File: config.mk
export PLATFORM = sky130hd
export DESIGN_NAME = spiker_spike_collector
export DESIGN_NICKNAME = d
export VERILOG_FILES = /design/src/rtl/spiker_spike_collector.sv
export SDC_FILE = /design/constraint.sdc
export NUM_CORES = 2
export LEC_CHECK = 0
export BUFFER_PORTS_ARGS = -buffer_cell sky130_fd_sc_hd__buf_2
export CAP_MARGIN = 10
export CORE_ASPECT_RATIO = 1.75
export CORE_MARGIN = 10
export CORE_UTILIZATION = 45
export CTS_BUF_LIST = sky130_fd_sc_hd__clkbuf_8 sky130_fd_sc_hd__clkbuf_16
export CTS_CLUSTER_DIAMETER = 40
export DETAILED_ROUTE_END_ITERATION = 12
export PLACE_DENSITY = 0.67
export SYNTH_ARGS = -nofsm -noshare
export SYNTH_HDL_FRONTEND = slang
export SYNTH_SLANG_ARGS = --single-unit
export TNS_END_PERCENT = 100
File: constraint.sdc
create_clock -name clk_i -period 51.5 [get_ports clk_i]
set_input_delay 2.575 -clock clk_i [delete_from_list [all_inputs] [get_ports clk_i]]
set_output_delay 2.575 -clock clk_i [all_outputs]
set_load 0.02 [all_outputs]
File: src/rtl/spiker_spike_collector.sv
// Spike collector: accumulates accepted output-spike indices over a programmed
// number of timesteps and publishes the fired-neuron vector with a one-cycle strobe.
module spiker_spike_collector #(
    parameter int DATA_WIDTH = 800,
    parameter int IDX_WIDTH  = $clog2(DATA_WIDTH),
    parameter int STEP_WIDTH = 16,
    parameter int CNT_WIDTH  = 16
) (
    input  logic                  clk_i,
    input  logic                  rst_i,
    input  logic                  start_i,
    input  logic [STEP_WIDTH-1:0] n_steps_i,
    input  logic                  step_done_i,
    input  logic                  spike_valid_i,
    input  logic [IDX_WIDTH-1:0]  spike_idx_i,
    output logic                  spike_ready_o,
    output logic [DATA_WIDTH-1:0] data_out_o,
    output logic                  sample_o,
    output logic [CNT_WIDTH-1:0]  spike_cnt_o,
    output logic                  busy_o,
    output logic                  err_o,
    output logic [1:0]            state_o
);

    // Handshake: an event transfers in any cycle where spike_valid_i and
    // spike_ready_o are both high; ready is high exactly while collecting.
    typedef enum logic [1:0] {
        S_IDLE    = 2'd0,
        S_COLLECT = 2'd1,
        S_DONE    = 2'd2
    } state_t;

    localparam logic [IDX_WIDTH:0] IDX_LIMIT = (IDX_WIDTH + 1)'(DATA_WIDTH);

    state_t                state_q,    state_d;
    logic [DATA_WIDTH-1:0] acc_q,      acc_d;
    logic [STEP_WIDTH-1:0] step_cnt_q, step_cnt_d;
    logic [STEP_WIDTH-1:0] n_steps_q,  n_steps_d;
    logic [CNT_WIDTH-1:0]  run_cnt_q,  run_cnt_d;
    logic [DATA_WIDTH-1:0] data_out_q, data_out_d;
    logic [CNT_WIDTH-1:0]  spike_cnt_q, spike_cnt_d;
    logic                  err_q,      err_d;
    logic                  accept;
    logic                  in_range;

    always_comb begin
        state_d     = state_q;
        acc_d       = acc_q;
        step_cnt_d  = step_cnt_q;
        n_steps_d   = n_steps_q;
        run_cnt_d   = run_cnt_q;
        data_out_d  = data_out_q;
        spike_cnt_d = spike_cnt_q;
        err_d       = err_q;
        accept      = (state_q == S_COLLECT) && spike_valid_i;
        in_range    = {1'b0, spike_idx_i} < IDX_LIMIT;

        case (state_q)
            S_IDLE: begin
                if (start_i) begin
                    acc_d      = '0;
                    step_cnt_d = '0;
                    run_cnt_d  = '0;
                    err_d      = 1'b0;
                    n_steps_d  = n_steps_i;
                    state_d    = (n_steps_i == '0) ? S_DONE : S_COLLECT;
                end
            end
            S_COLLECT: begin
                if (accept) begin
                    if (in_range) begin
                        acc_d[spike_idx_i] = 1'b1;
                        if (run_cnt_q != '1) begin
                            run_cnt_d = run_cnt_q + CNT_WIDTH'(1);
                        end
                    end else begin
                        err_d = 1'b1;
                    end
                end
                if (step_done_i) begin
                    step_cnt_d = step_cnt_q + STEP_WIDTH'(1);
                    if (step_cnt_d == n_steps_q) begin
                        state_d = S_DONE;
                    end
                end
            end
            S_DONE: begin
                state_d = S_IDLE;
            end
            default: begin
                state_d = S_IDLE;
            end
        endcase

        // Results are registered on the edge that enters DONE so they are
        // already valid while sample_o is high, including a same-cycle spike.
        if (state_d == S_DONE) begin
            data_out_d  = acc_d;
            spike_cnt_d = run_cnt_d;
        end
    end

    always_ff @(posedge clk_i or posedge rst_i) begin
        if (rst_i) begin
            state_q     <= S_IDLE;
            acc_q       <= '0;
            step_cnt_q  <= '0;
            n_steps_q   <= '0;
            run_cnt_q   <= '0;
            data_out_q  <= '0;
            spike_cnt_q <= '0;
            err_q       <= 1'b0;
        end else begin
            state_q     <= state_d;
            acc_q       <= acc_d;
            step_cnt_q  <= step_cnt_d;
            n_steps_q   <= n_steps_d;
            run_cnt_q   <= run_cnt_d;
            data_out_q  <= data_out_d;
            spike_cnt_q <= spike_cnt_d;
            err_q       <= err_d;
        end
    end

    assign spike_ready_o = (state_q == S_COLLECT);
    assign sample_o      = (state_q == S_DONE);
    assign busy_o        = (state_q != S_IDLE);
    assign data_out_o    = data_out_q;
    assign spike_cnt_o   = spike_cnt_q;
    assign err_o         = err_q;
    assign state_o       = state_q;

endmodule

==> results.tsv <==
metric	value	unit
grt_pass1_wl	292.1	mm
floorplan.core_area	135900	um2
switching_power	0.6713	mW
finalWeightedCongestion	0.8392	
async_flop_share	1.000	
clk_transition_reported_paths	0.06	ns
root_buffer_master	sky130_fd_sc_hd__clkbuf_16	
crit_type	in -> reg	
timing.critical_path.from_type	input pin	
critical_path_peak_fanout	108	
grt_start_max_net_pins	189	
drive_above_1_share	0.3444	
effective_utilization_at_floorplan	0.4532	
vias_per_cell	5.611	
synth.cells.most_frequent	sky130_fd_sc_hd__dfrtp_1, sky130_fd_sc_hd__nand2_1, sky130_fd_sc_hd__o21ai_0	
synth_seq_cells	1667	
setup-violations-final	0	
synthesis.instances	4741	
clock_tree_from_tritoncts	yes	
drtPass1Iterations	5	
cts_hold_buf	0	
die_x	299.7	um
ys_warn_count	0	
route.detailed.wl_per_inst	27.01	um
cts_inserted_buffers	152	
final.min_clock_period	7.258	ns
hold_class	reg -> reg	
layout.nets	5526	
clk_sinks	1667	
ys_seq_area_frac	0.6770	
rows	179	
port_buffers	852	
timing_worst_slew_pin_value	1.273	ns
largest_delay_share_family_worst_path	buffers and inverters	
syn-cell-area	61610	um2
timing.max_cap.violations	0	
grt_overflow	0	
run_status	complete, no violations	
power.share.combinational	0.065	
critPathSlowestCell	sky130_fd_sc_hd__buf_4	
critical_path.cell_chain	buf_2 > nor2_1 > nor2_1 > nand2_4 > buf_4 > buf_4 > buf_4 > buf_4 > nand2_1 > o21ai_0 > mux2_2	
timing.critical_path.required	52.22	ns
dominantRegCellSynth	sky130_fd_sc_hd__dfrtp_1	
post-synth-top-area-fraction	0.6770	
fmaxAchievable	137.8	MHz
clockBufferDepth	3	
netlist-cell-type-count	58	
finalWorstSetupSlack	44.24	ns
first_global_vias	42188	
floorplan.die_area	152700	um2
groute.usage.overall	0.2577	
areaGrowthSynthToFinish	18.05	%
postRouteAntennaNets	0	
dpl.cell_count	7148	
critical-path-top-cell-by-count	sky130_fd_sc_hd__buf_4	
grt_antenna_before_repair	20	
syn_area_per_cell	13.00	um2
worstSetupEndpointType	register	
cts-resized-gates	0	
tns	0	ns
detailroute.via_count	41681	
unrepaired_setup_endpoints_after_global_routing	false	
slowest_delay	0.99	ns
synth-edff-count	0	
yosys.cell_count.top_type	sky130_fd_sc_hd__dfrtp_1	
cts.repair_timing.setup_buffer_count	0	
timing.slew.headroom	0.1516	
setup.reg_to_reg.worst_slack	44.34	ns
finalMaxSlewViolations	0	
synth_area_leader_cell	sky130_fd_sc_hd__dfrtp_1	
power.share.clock	0.430	
detailedRoute.firstIterationViolations	3414	
worstPathBufferInverterCount	5	
power-per-cell-area	37.31	nW/um2
synth_area_leaders	sky130_fd_sc_hd__dfrtp_1, sky130_fd_sc_hd__mux2_2, sky130_fd_sc_hd__o21ai_0, sky130_fd_sc_hd__nand2_1, sky130_fd_sc_hd__mux2_1	
total_length_of_routed_wires	200.7	mm
cp_data_arrival_time	7.98	ns
later_pin_clock_latency_in_the_skew_report	0.79	ns
io_pins	853	
share_seq_of_total_power	0.505	
net_count_synth	4774	
final.period_utilization	0.1409	
clock_skew	0.02767	ns
place_worst_setup_slack	43.43	ns
p_sw_frac	0.2473	
finalPower	2.714	mW
die_height	509.5	um
timing_hold_violations_final	0	
clock_tree.htree_level_count	4	
power.static_leakage	37.99	nW
fin_cells	7429	
power.ir.vdd_worst	29.88	uV
dp_hpwl	131.4	mm
internal_power	2.043	mW
drc_errors	0	
-- metrics by stage --
stage	instance area (um2)	hold WS (ns)	utilization
3_3_place_gp	67520	0.4615	0.4966
4_1_cts	72700	0.4840	0.5347
3_5_place_dp	67520	0.4694	0.4966
2_1_floorplan	61610	0.4493	-
5_1_grt	72720	0.4860	0.5349
6_report	72740	0.4813	0.5350
-- routing by layer --
metal	vias to the layer above	routed length (um)	track usage
met3	323	19070	0.07179
met2	1982	93750	0.4092
met1	21658	80190	0.3323
met4	6	7609	0.1041
met5	-	46	0
li1	17712	-	-
-- layout by cell type, fill, tap and decap left out, types with 10 or more instances in the layout --
cell                        netlist  layout
sky130_fd_sc_hd__a21oi_1         10      10
sky130_fd_sc_hd__a22o_1         101     101
sky130_fd_sc_hd__and3_1          10      10
sky130_fd_sc_hd__buf_2           79     852
sky130_fd_sc_hd__buf_4            6      86
sky130_fd_sc_hd__bufinv_16        0      10
sky130_fd_sc_hd__clkbuf_16        0     154
sky130_fd_sc_hd__clkbuf_8         0      36
sky130_fd_sc_hd__clkinv_2         0      19
sky130_fd_sc_hd__dfrtp_1       1667    1667
sky130_fd_sc_hd__diode_2          0      10
sky130_fd_sc_hd__inv_1           14      40
sky130_fd_sc_hd__mux2_1         120     120
sky130_fd_sc_hd__mux2_2         695     695
sky130_fd_sc_hd__nand2_1        835     793
sky130_fd_sc_hd__nand2_2          0      41
sky130_fd_sc_hd__nor2_1          53      53
sky130_fd_sc_hd__nor3_1          17      15
sky130_fd_sc_hd__o21ai_0        724     724
-- power by group through the flow --
stage / clock, mW / sequential (mW) / combinational, mW
after global routing: 1.23 / 1.37 / 0.197
after floorplan: 0 / 1.40 / 0.123
after detailed placement: 0 / 1.40 / 0.176
final: 1.17 / 1.37 / 0.176
after global placement: 0 / 1.39 / 0.172
after CTS: 1.18 / 1.37 / 0.177
-- path summary, 6_finish.rpt --
kind,end,startpoint,depth (start not counted)
hold reg to reg,data_out_o[56],data_out_o[56],1
min in group asynchronous,data_out_o[263],rst_i,2
setup reg to reg,data_out_o[113],step_cnt_q[0],12
hold / removal,data_out_o[56],data_out_o[56],1
max in group asynchronous,data_out_o[313],rst_i,7
setup / recovery,data_out_o[369],start_i,11
-- kinds of logic (layout without fill, tap and decap cells) --
kind of cell | count (synthesis) | count (layout) | share of synthesized area
mux | 821 | 821 | 0.1499
other cells | 0 | 10 | 0
flops | 1667 | 1667 | 0.6770
fa+ha+maj | 2 | 2 | 0.0004061
buf+inv | 359 | 1227 | 0.02506
simple gates | 988 | 988 | 0.06435
compound gates | 888 | 888 | 0.08094
xor+xnor | 16 | 16 | 0.002274
-- registers in the layout, summed over array words and instances (netlist names) --
signal       cells
step_cnt_q      16
spike_cnt_o     16
acc_q          800
run_cnt_q       16
n_steps_q       16
data_out_o     800
err_o            1
state_o          2
-- cell type report --
| class | instances | area [um2] |
|---|---|---|
| multi-input cells | 2715 | 18490 |
| flip-flops and latches | 1667 | 41720 |
| diodes | 10 | 25.02 |
| clock inverters | 80 | 832.0 |
| well taps | 1810 | 2265 |
| clock buffers | 190 | 4349 |
| fillers | 11574 | 63210 |
| repair buffers | 943 | 5005 |
| inverters | 14 | 60.06 |
Power figures use the tool's default switching activity.
